[src/rtl/pc_seq_if.sv]
// Sequencer control/status bundle: instruction-decode inputs, branch-table lookup, fetch status.
interface pc_seq_if #(
  parameter int PC_W  = 8,
  parameter int CNT_W = 16
);
  logic                    start;
  logic                    stall;
  logic                    done_in;
  logic                    branch_rel;
  logic                    branch_abs;
  logic [4:0]              br_idx;
  logic [4:0]              lut_ptr;
  logic signed [PC_W-1:0]  target;
  logic [PC_W-1:0]         pc;
  logic                    fetch_valid;
  logic                    halted;
  logic [7:0]              br_count;
  logic [CNT_W-1:0]        cycle_count;

  modport master (
    output start, stall, done_in, branch_rel, branch_abs, br_idx, target,
    input  lut_ptr, pc, fetch_valid, halted, br_count, cycle_count
  );

  modport slave (
    input  start, stall, done_in, branch_rel, branch_abs, br_idx, target,
    output lut_ptr, pc, fetch_valid, halted, br_count, cycle_count
  );
endinterface

[src/rtl/pc_sequencer.sv]
// Program-counter sequencer: IDLE/RUN/BRANCH/HALT with a one-bubble branch redirect
// through an external branch-target table, plus saturating branch and cycle counters.
module pc_sequencer #(
  parameter int PC_W  = 8,
  parameter int CNT_W = 16
) (
  input  logic     CLK,
  input  logic     reset_n,
  pc_seq_if.slave  bus
);
  typedef enum logic [1:0] {S_IDLE, S_RUN, S_BRANCH, S_HALT} state_t;

  state_t           state_q, state_d;
  logic [PC_W-1:0]  pc_q, pc_d;
  logic [4:0]       lut_ptr_q, lut_ptr_d;
  logic             abs_q, abs_d;
  logic [7:0]       br_count_q, br_count_d;
  logic [CNT_W-1:0] cycle_count_q, cycle_count_d;
  logic             fetch_valid_q, fetch_valid_d;
  logic             halted_q, halted_d;

  logic [CNT_W-1:0] cyc_inc;
  logic [7:0]       br_inc;

  assign cyc_inc = (&cycle_count_q) ? cycle_count_q : cycle_count_q + CNT_W'(1);
  assign br_inc  = (&br_count_q)    ? br_count_q    : br_count_q + 8'd1;

  always_comb begin
    state_d       = state_q;
    pc_d          = pc_q;
    lut_ptr_d     = lut_ptr_q;
    abs_d         = abs_q;
    br_count_d    = br_count_q;
    cycle_count_d = cycle_count_q;
    case (state_q)
      S_IDLE, S_HALT: begin
        if (bus.start) begin
          state_d       = S_RUN;
          pc_d          = '0;
          lut_ptr_d     = '0;
          br_count_d    = '0;
          cycle_count_d = '0;
        end
      end
      S_RUN: begin
        cycle_count_d = cyc_inc;
        if (bus.done_in) begin
          state_d = S_HALT;
        end else if (bus.stall) begin
          state_d = S_RUN;
        end else if (bus.branch_rel || bus.branch_abs) begin
          // Absolute wins when both flags are set
          state_d   = S_BRANCH;
          lut_ptr_d = bus.br_idx;
          abs_d     = bus.branch_abs;
        end else begin
          pc_d = pc_q + PC_W'(1);
        end
      end
      S_BRANCH: begin
        cycle_count_d = cyc_inc;
        if (!bus.stall) begin
          state_d    = S_RUN;
          pc_d       = abs_q ? PC_W'(bus.target) : pc_q + PC_W'(bus.target);
          br_count_d = br_inc;
        end
      end
      default: state_d = S_IDLE;
    endcase
    fetch_valid_d = (state_d == S_RUN);
    halted_d      = (state_d == S_HALT);
  end

  always_ff @(posedge CLK or negedge reset_n) begin
    if (!reset_n) begin
      state_q       <= S_IDLE;
      pc_q          <= '0;
      lut_ptr_q     <= '0;
      abs_q         <= 1'b0;
      br_count_q    <= '0;
      cycle_count_q <= '0;
      fetch_valid_q <= 1'b0;
      halted_q      <= 1'b0;
    end else begin
      state_q       <= state_d;
      pc_q          <= pc_d;
      lut_ptr_q     <= lut_ptr_d;
      abs_q         <= abs_d;
      br_count_q    <= br_count_d;
      cycle_count_q <= cycle_count_d;
      fetch_valid_q <= fetch_valid_d;
      halted_q      <= halted_d;
    end
  end

  assign bus.pc          = pc_q;
  assign bus.lut_ptr     = lut_ptr_q;
  assign bus.br_count    = br_count_q;
  assign bus.cycle_count = cycle_count_q;
  assign bus.fetch_valid = fetch_valid_q;
  assign bus.halted      = halted_q;
endmodule

[src/flat_wrapper.sv]
// flat-port wrapper written by rule: the top's interface ports become plain ports
module pc_sequencer_flat 
#(
  parameter int PC_W  = 8,
  parameter int CNT_W = 16
)
  (CLK, reset_n, bus_start, bus_stall, bus_done_in, bus_branch_rel, bus_branch_abs, bus_br_idx, bus_target, bus_lut_ptr, bus_pc, bus_fetch_valid, bus_halted, bus_br_count, bus_cycle_count);
  pc_seq_if #(.PC_W(PC_W), .CNT_W(CNT_W)) bus_i ();
  input  logic CLK;
  input  logic reset_n;
  input wire logic [$bits(bus_i.start)-1:0] bus_start;
  input wire logic [$bits(bus_i.stall)-1:0] bus_stall;
  input wire logic [$bits(bus_i.done_in)-1:0] bus_done_in;
  input wire logic [$bits(bus_i.branch_rel)-1:0] bus_branch_rel;
  input wire logic [$bits(bus_i.branch_abs)-1:0] bus_branch_abs;
  input wire logic [$bits(bus_i.br_idx)-1:0] bus_br_idx;
  input wire logic [$bits(bus_i.target)-1:0] bus_target;
  output wire logic [$bits(bus_i.lut_ptr)-1:0] bus_lut_ptr;
  output wire logic [$bits(bus_i.pc)-1:0] bus_pc;
  output wire logic [$bits(bus_i.fetch_valid)-1:0] bus_fetch_valid;
  output wire logic [$bits(bus_i.halted)-1:0] bus_halted;
  output wire logic [$bits(bus_i.br_count)-1:0] bus_br_count;
  output wire logic [$bits(bus_i.cycle_count)-1:0] bus_cycle_count;
  assign bus_i.start = bus_start;
  assign bus_i.stall = bus_stall;
  assign bus_i.done_in = bus_done_in;
  assign bus_i.branch_rel = bus_branch_rel;
  assign bus_i.branch_abs = bus_branch_abs;
  assign bus_i.br_idx = bus_br_idx;
  assign bus_i.target = bus_target;
  assign bus_lut_ptr = bus_i.lut_ptr;
  assign bus_pc = bus_i.pc;
  assign bus_fetch_valid = bus_i.fetch_valid;
  assign bus_halted = bus_i.halted;
  assign bus_br_count = bus_i.br_count;
  assign bus_cycle_count = bus_i.cycle_count;
  pc_sequencer #(.PC_W(PC_W), .CNT_W(CNT_W)) u_core (.CLK(CLK), .reset_n(reset_n), .bus(bus_i));
endmodule
[config.mk]
export PLATFORM = sky130hd
export DESIGN_NAME = pc_sequencer_flat
export DESIGN_NICKNAME = d
export VERILOG_FILES = /design/src/rtl/pc_seq_if.sv /design/src/rtl/pc_sequencer.sv /design/src/flat_wrapper.sv
export SDC_FILE = /design/constraint.sdc
export NUM_CORES = 1
export LEC_CHECK = 0
export CAP_MARGIN = 20
export CELL_PAD_IN_SITES_DETAIL_PLACEMENT = 0
export CELL_PAD_IN_SITES_GLOBAL_PLACEMENT = 1
export CORE_ASPECT_RATIO = 1.1
export CORE_MARGIN = 1
export CORE_UTILIZATION = 37
export CTS_CLUSTER_SIZE = 25
export DETAILED_ROUTE_END_ITERATION = 7
export GPL_TIMING_DRIVEN = 0
export PLACE_DENSITY = 0.75
export SLEW_MARGIN = 20
export SYNTH_ARGS = -nofsm -noshare
export SYNTH_HDL_FRONTEND = slang
export SYNTH_SLANG_ARGS = --single-unit
[constraint.sdc]
create_clock -name CLK -period 2.4 [get_ports CLK]
set_input_delay 0.48 -clock CLK [delete_from_list [all_inputs] [get_ports CLK]]
set_output_delay 0.48 -clock CLK [all_outputs]
set_load 0.02 [all_outputs]
# Word level (Yosys, flattened, before mapping)
# Cells that the tools add are included.
[totals]
ff_bits = 42
output_inout_bits = 39
elab_cells = 64
[op_classes]
add_sub_neg = 4
n_eq_ne = 13
n_mux = 24
bitwise = 2
n_reduce_logical = 13
[op_table]
columns = ["op", "n"]
rows = [
  ["two-way mux 8 bit", 8],
  ["two-way mux 16 bit", 2],
  ["case mux 16 bit (2 select lines)", 1],
  ["case mux 8 bit (3 select lines)", 1],
  ["two-way mux 5 bit", 4],
  ["adder 16 x 1 -> 16 bit (second input constant)", 1],
  ["adder 8 x 1 -> 8 bit (second input constant)", 2],
  ["case mux 8 bit (2 select lines)", 1],
  ["AND reduction 16 bit", 1],
  ["inequality test 2 bit (second input constant)", 7],
  ["two-way mux 2 bit", 5],
  ["case mux 5 bit (2 select lines)", 1],
  ["AND reduction 5 bit", 2],
  ["adder 8 bit", 1],
  ["AND reduction 4 bit", 2],
  ["AND reduction 8 bit", 1],
  ["equality test 2 bit (second input constant)", 3],
  ["case mux 2 bit (3 select lines)", 1],
  ["equality test 2 x 1 -> 1 bit (second input constant)", 2],
  ["nonzero test 2 bit", 2],
  ["OR reduction 2 bit", 2],
  ["zero test 2 bit", 1],
  ["inequality test 2 x 1 -> 1 bit (second input constant)", 1],
  ["inverter 1 bit", 2],
  ["other kinds (2)", 2],
]

# Depth between registers and ports, before layout
# Gate-level depths: netlist of run 1.
[depth]
word_depth = 6
mapped_depth = 9

# Worst setup path after synthesis of run 1
# No wires, ideal clock.
[synth_path]
path_kind = "reg2reg"
from = "register u_core.pc_q[0], in the netlist u_core.bus.pc[0]"
to = "register u_core.pc_q[6], in the netlist u_core.bus.pc[6]"
arrival_ps = 2030
slack_ps = 275
path_stages_with_launch = 10
synth_period_minus_slack_ps = 2125
path_cell_list = "dfrtp_1 > ha_1 > inv_1 > fa_1 > nor2b_1 > o21ai_0 > a21oi_1 > o21ai_0 > mux2_2 > o31ai_1"
[synth_via]
elab_chain_cells = 5
[synth_lines]
columns = ["element", "line_no", "text"]
rows = [
  ["start, declared", "pc_sequencer.sv:14", "logic [PC_W-1:0] pc_q, pc_d;"],
  ["start signal, assigned", "pc_sequencer.sv:86", "pc_q <= pc_d;"],
  ["adder 8 x 1 -> 8 bit", "pc_sequencer.sv:57", "pc_d = pc_q + PC_W'(1);"],
  ["two-way mux 8 bit", "pc_sequencer.sv:51", "end else if (bus.branch_rel || bus.branch_abs) begin"],
  ["two-way mux 8 bit", "pc_sequencer.sv:49", "end else if (bus.stall) begin"],
  ["two-way mux 8 bit", "pc_sequencer.sv:47", "if (bus.done_in) begin"],
  ["case mux 8 bit (3 select lines) *", "pc_sequencer.sv:35", "case (state_q)"],
]
# Every way passes the cells marked *; elsewhere a longest branch is shown, timed or not. The select of a mux whose other input is x is not followed.
# A chain may end at the register's enable or synchronous reset.

# Worst setup path in the final report of run 1
[layout_path]
from = "input bus_target[2]"
to = "register u_core.pc_q[7], in the netlist u_core.bus.pc[7]"
[layout_via]
elab_chain_cells = 4
[layout_lines]
columns = ["element", "line_no", "text"]
rows = [
  ["start, declared", "flat_wrapper.sv:17", "input wire logic [$bits(bus_i.target)-1:0] bus_target;"],
  ["adder 8 bit", "pc_sequencer.sv:64", "pc_d = abs_q ? PC_W'(bus.target) : pc_q + PC_W'(bus.target);"],
  ["two-way mux 8 bit", "pc_sequencer.sv:64", ""],
  ["two-way mux 8 bit", "pc_sequencer.sv:62", "if (!bus.stall) begin"],
  ["case mux 8 bit (3 select lines)", "pc_sequencer.sv:35", ""],
]
# No other way between the ends. The select of a mux whose other input is x is not followed.

==> impl_metrics.env, run 1 <==
export IMPL_grt_max_degree=26
export IMPL_fin_crit_sh=0.952
export IMPL_vias_per_cell=5.33
export IMPL_min_period_ps=2290
export IMPL_highest_layer="met4"
export IMPL_worst_pin_slew_ps=518
export IMPL_avgSynthCellArea_um2=8.80
export IMPL_drc=0
export IMPL_max_slew_margin=0.655
export IMPL_reg2regPathDepth=7
export IMPL_ant_nets=0
export IMPL_grt_total_usage=0.195
export IMPL_num_io_pins=59
export IMPL_synthCells=299
export IMPL_grt_pass1_wl_mm=11.4
export IMPL_first_iter_violations=99
export IMPL_final_core_util=0.516
export IMPL_vias=2394
export IMPL_cts_hold_buf=0
export IMPL_yosys_register_bits=42
export IMPL_dieArea_mm2=0.00745
export IMPL_regToRegSetupSlack_ps=230
export IMPL_critPathCapture="u_core.bus.pc[7]"
export IMPL_fp_dieH_um=90.4
export IMPL_power_density_mw_per_mm2=1020
export IMPL_cts_tree="built"
export IMPL_start_util=0.392
export IMPL_hold_ws_ps=129
export IMPL_vdd_drop_max_mv=0.565
export IMPL_clk_pin_slew_worst_paths_ps=80
export IMPL_hold_class="primary input to asynchronous set/reset pin"
export IMPL_met3_length_um=255
export IMPL_path_class="primary input to flop"
export IMPL_synthToLayoutAreaGrowth_pct=31.7
export IMPL_first_pass_iters=4
export IMPL_met1Wirelength_mm=3.26
export IMPL_syn_cell_area_mm2=0.00263
export IMPL_routedWlPerCell_um=15.0
export IMPL_drv_cap=0
export IMPL_rr_startpoint="u_core.bus.pc[2]"
export IMPL_crit_path_start_kind="primary input"
export IMPL_cts_max_level=2
export IMPL_cts_buffers_inserted=5
export IMPL_clock_sinks=42
export IMPL_place_hpwl_mm=5.05
export IMPL_startpoint="bus_target[2]"
export IMPL_antenna_found_initial=0
export IMPL_wl_mm=6.73
export IMPL_finalClockSkew_ps=7.92
export IMPL_clock_fmax_mhz=438
export IMPL_cp_arrival_ps=2470
export IMPL_grt_pass1_vias=2365
export IMPL_die_x_um=82.4
export IMPL_outcome="completed"
export IMPL_synth_ff_type="dfrtp_1"
export IMPL_finalPower_mw=3.55
export IMPL_io_buffers=57
export IMPL_wl_met2_mm=3.15
export IMPL_finalHoldViolCount=0
export IMPL_final_setup_tns_ps=0
export IMPL_ys_seq_area_frac=0.399
export IMPL_drive_above_1_share=0.0790
export IMPL_core_area_mm2=0.00671
export IMPL_cts_root_buffer="clkbuf_8"
export IMPL_rows=31
export IMPL_drv_slew=0
export IMPL_ys_warn_count=0
export IMPL_async_flop_share=1.00
export IMPL_worstPathMaxFanout=4
export IMPL_cts_path_max_buffers=2
export IMPL_gr_total_overflow=0
export IMPL_synth_nets=332
export IMPL_worstSkewPairLatency_ps=300
export IMPL_finalNetCount=399
export IMPL_cellLeakagePower_nw=1.49
export IMPL_required_ps=2580
export IMPL_setup_viol=0
export IMPL_synth_distinct_cells=54
export IMPL_gp_congestion=0.829
export IMPL_antenna_cells=0
export IMPL_r2r_end="u_core.bus.pc[7]"
export IMPL_worstSetupEndpointType="flop"
export IMPL_rsz0062_at_grt="false"
export IMPL_synth_edff_count=0
[power breakdown]
group          switching, mW  internal (mW)
Combinational           1.14          0.777
Clock                  0.270          0.312
Sequential             0.176          0.869
[metal layers]
metal	vias to the layer above	global-route usage
met2	47	0.310
met4	0	0.0468
li1	1203	-
met5	-	0
met3	6	0.0323
met1	1138	0.272
[Yosys cell counts, drive strengths merged, types with 3 or more instances]
cell type	count	area, um^2
nand2	37	139
nor2b	5	31.3
xnor2	6	52.6
mux2i	3	30.0
nand2b	3	18.8
buf	3	21.3
dfrtp	42	1050
xor2	13	114
nor2	30	115
ha	12	150
a32o	3	30.0
nor3	8	40.0
inv	15	56.3
nand4	5	37.5
a21oi	13	65.1
o22ai	3	18.8
nand3	21	110
clkbuf	9	35.0
o21ai	21	105
a22oi	3	22.5
o31ai	6	45.0
and3	6	37.5
[worst min path at each step]
stage | start | to | depth (start not counted)
floorplan | reset_n | u_core.abs_q | 0
global placement | u_core.bus.lut_ptr[4] | u_core.bus.lut_ptr[4] | 2
detailed placement | reset_n | u_core.bus.fetch_valid | 1
CTS | reset_n | u_core.bus.fetch_valid | 1
global route | reset_n | u_core.bus.fetch_valid | 1
finish | reset_n | u_core.bus.fetch_valid | 1
[critical path, cell delays in order]
cell and delay [ps]:
clkdlybuf4s50_1 440, ha_1 340, nand3_1 90, o22ai_1 260, o22ai_1 170, xor2_1 180, o2111a_1 240, a211o_1 260
[flip-flops by register name, summed over array words and instances (netlist names)]
| name | cells |
|---|---|
| u_core.bus.cycle_count | 16 |
| u_core.bus.br_count | 8 |
| u_core.bus.pc | 8 |
| u_core.bus.lut_ptr | 5 |
| u_core.state_q | 2 |
| u_core.abs_q | 1 |
| u_core.bus.fetch_valid | 1 |
| u_core.bus.halted | 1 |
[metrics by stage]
step                cells  cell area, um^2  setup slack [ps]
floorplan             299             2630               275
global placement      438             3300              -383
detailed placement    439             3320              -347
CTS                   449             3450              10.8
global route          449             3460              26.3
finish                449             3460               115
[cells by family (layout without fill, tap and decap cells)]
group / count (synthesis) / count (layout) / synth area share
and+or+nand+nor: 126 / 126 / 0.234
AOI/OAI and AO/OA: 68 / 68 / 0.180
DFF: 42 / 42 / 0.399
buffers and inverters: 27 / 95 / 0.0428
xor gates and xnor gates: 19 / 19 / 0.0632
adders and majority gates: 13 / 13 / 0.0647
muxes: 4 / 4 / 0.0157
[what timing repair did]
action,4_1_cts,5_1_grt
resized for setup,1,10
endpoints found under the setup margin,1,17
buffers inserted,2,0
pin swaps,1,1
gates cloned,0,0
[cells in the final DEF (no fill, tap or decap), types with 4 or more instances in the layout]
cell,Yosys,routed
nand2_1,37,37
and3_1,6,6
inv_1,15,15
ha_1,12,11
o31ai_1,6,5
xnor2_1,6,6
nor2b_1,5,4
o21ai_0,20,18
xor2_1,13,13
clkdlybuf4s50_1,0,55
clkbuf_8,0,5
nor3_1,8,8
clkbuf_1,8,6
nand4_1,4,4
a21oi_1,13,13
dfrtp_1,42,42
nor2_1,29,29
nand3_1,20,20
[cell type report]
| type | instances | area (um^2) |
|---|---|---|
| plain buffers | 12 | 58.8 |
| clock buffers | 5 | 68.8 |
| clock inverters | 3 | 43.8 |
| fillers | 677 | 3250 |
| inverters | 15 | 56.3 |
| multi-input cells | 230 | 1480 |
| flip-flops and latches | 42 | 1050 |
| well taps | 82 | 103 |
| repair buffers | 60 | 603 |
(Power assumes the default switching activity.)
==> run 2, diff against run 1 <==
--- a/config.mk
+++ b/config.mk
@@ -10,11 +10,12 @@
 export CELL_PAD_IN_SITES_GLOBAL_PLACEMENT = 1
 export CORE_ASPECT_RATIO = 1.1
 export CORE_MARGIN = 1
-export CORE_UTILIZATION = 37
+export CORE_UTILIZATION = 38
 export CTS_CLUSTER_SIZE = 25
 export DETAILED_ROUTE_END_ITERATION = 7
 export GPL_TIMING_DRIVEN = 0
-export PLACE_DENSITY = 0.75
+export PLACE_DENSITY = 0.77
+export RECOVER_POWER = 100
 export SLEW_MARGIN = 20
 export SYNTH_ARGS = -nofsm -noshare
 export SYNTH_HDL_FRONTEND = slang
==> impl_metrics.env, run 2 (synthesis gave the netlist of run 1 again) <==
export IMPL_outcome="completed"
export IMPL_cp_arrival_ps=2490
export IMPL_drc=0
export IMPL_clk_pin_slew_worst_paths_ps=90
export IMPL_min_period_ps=2290
export IMPL_crit_path_start_kind="primary input"
export IMPL_hold_ws_ps=347
export IMPL_met2_usage=0.324
export IMPL_worstSetupEndpointType="flop"
export IMPL_clock_power_share=0.170
export IMPL_finalNetCount=400
export IMPL_crit_path_top_delay_cell="clkdlybuf4s50_1"
export IMPL_grt_total_usage=0.200
export IMPL_crit_family="compound AO/OA/AOI/OAI gates"
export IMPL_cellLeakagePower_nw=1.62
export IMPL_gp_congestion=0.808
export IMPL_finalHoldViolCount=0
export IMPL_grt_busiest_layer="met2"
export IMPL_power_density_mw_per_mm2=1010
export IMPL_clock_sinks=42
export IMPL_drv_cap=0
export IMPL_start_util=0.397
export IMPL_final_setup_tns_ps=0
export IMPL_core_area_mm2=0.00663
export IMPL_place_hpwl_mm=4.93
export IMPL_ant_nets=0
export IMPL_regToRegSetupSlack_ps=210
export IMPL_io_buffers=57
export IMPL_combPwrFrac=0.534
export IMPL_grt_pass1_wl_mm=11.0
export IMPL_rsz0062_at_grt="false"
export IMPL_required_ps=2600
export IMPL_antenna_cells=0
export IMPL_grt_pass1_vias=2351
export IMPL_switching_power_mw=1.59
export IMPL_fin_crit_sh=0.956
export IMPL_grt_max_degree=25
export IMPL_vdd_drop_max_mv=0.598
export IMPL_final_cell_mix="dfrtp_1 (42), dlygate4sd3_1 (40), nand2_1 (37)"
export IMPL_routedWlPerCell_um=14.7
export IMPL_dieArea_mm2=0.00726
export IMPL_worstSkewPairLatency_ps=300
export IMPL_cts_path_max_buffers=2
export IMPL_power_frac_seq=0.295
export IMPL_first_pass_iters=4
export IMPL_die_x_um=81.3
export IMPL_reg2regPathDepth=7
export IMPL_vias_per_cell=5.43
export IMPL_antenna_found_initial=0
export IMPL_placed_area_mm2=0.00332
export IMPL_cts_root_buffer="clkbuf_8"
export IMPL_postLayoutCellArea_mm2=0.00347
export IMPL_rows=31
export IMPL_clock_fmax_mhz=436
export IMPL_cp_slowest_stage_delay_ps=440
export IMPL_grtUsageMet3=0.0449
export IMPL_worstPathMaxFanout=4
export IMPL_swShare=0.454
export IMPL_critical_path_cell_chain="clkdlybuf4s50_1, ha_1, nand3_1, o22ai_1, o22ai_2, xor2_1, o2111a_1, a211o_1"
export IMPL_synthToLayoutAreaGrowth_pct=31.7
export IMPL_gr_total_overflow=0
export IMPL_num_io_pins=59
export IMPL_hold_class="primary input to asynchronous set/reset pin"
export IMPL_path_class="primary input to flop"
export IMPL_drv_slew=0
export IMPL_layout_commonest_cell="dfrtp_1"
export IMPL_vias=2443
export IMPL_first_iter_violations=126
export IMPL_use_met1=0.260
export IMPL_largest_reg_flops=16
export IMPL_cts_buffers_inserted=5
export IMPL_cts_tree="built"
export IMPL_internal_power_mw=1.91
export IMPL_cp_depth=8
export IMPL_max_slew_margin=0.274
export IMPL_setup_viol=0
export IMPL_cts_max_level=2
export IMPL_fp_dieH_um=89.3
export IMPL_worst_pin_slew_ps=1090
export IMPL_crit_buf_inv=1
export IMPL_wl_mm=6.60
export IMPL_drive_above_1_share=0.0707
export IMPL_finalClockSkew_ps=6.34
export IMPL_cts_hold_buf=0
[run 2: final timing paths]
path                                  startpoint                   endpoint
max                                bus_target[2]           u_core.bus.pc[7]
min                                      reset_n           u_core.bus.pc[4]
max reg2reg                     u_core.bus.pc[2]           u_core.bus.pc[7]
min reg2reg                u_core.bus.lut_ptr[0]      u_core.bus.lut_ptr[0]
max in group asynchronous                reset_n  u_core.bus.cycle_count[0]
min in group CLK           u_core.bus.lut_ptr[0]      u_core.bus.lut_ptr[0]
[run 2: per-stage QoR]
step | total power, mW | setup WS [ps] | std cells | utilization
finish | 3.49 | 106 | 450 | 0.523
global route | 3.81 | 9.08 | 450 | 0.523
CTS | 3.59 | 9.43 | 449 | 0.522
detailed placement | 2.96 | -349 | 439 | 0.500
global placement | 2.94 | -397 | 438 | 0.498
floorplan | 2.28 | 275 | 299 | -
[run 2: final cells by class]
class                      instances  area, um^2
fill                             624        3170
multi-input combinational        230        1480
sequential                        42        1050
timing repair buffer              61         602
tap                               82         103
clock buffer                       5        68.8
buffer                            12        57.6
inverter                          15        56.3
clock inverter                     3        48.8
[run 2: what timing repair did]
item	CTS	global route
endpoints found under the setup margin	1	14
pin swaps	1	1
gates resized for setup	2	10
setup buffers	2	1
[run 2: power groups by stage]
| stage | clock network [mW] | registers (mW) | logic [mW] |
|---|---|---|---|
| floorplan | 0 | 1.18 | 1.11 |
| global placement | 0 | 1.05 | 1.88 |
| detailed placement | 0 | 1.05 | 1.90 |
| CTS | 0.620 | 1.04 | 1.93 |
| global route | 0.650 | 1.06 | 2.10 |
| finish | 0.596 | 1.03 | 1.87 |
[run 2: metal layers]
metal / routed length, um / part of all wire
met4: 84 / 0.013
met2: 3210 / 0.49
met3: 320 / 0.048
met5: 0 / 0
met1: 2990 / 0.45
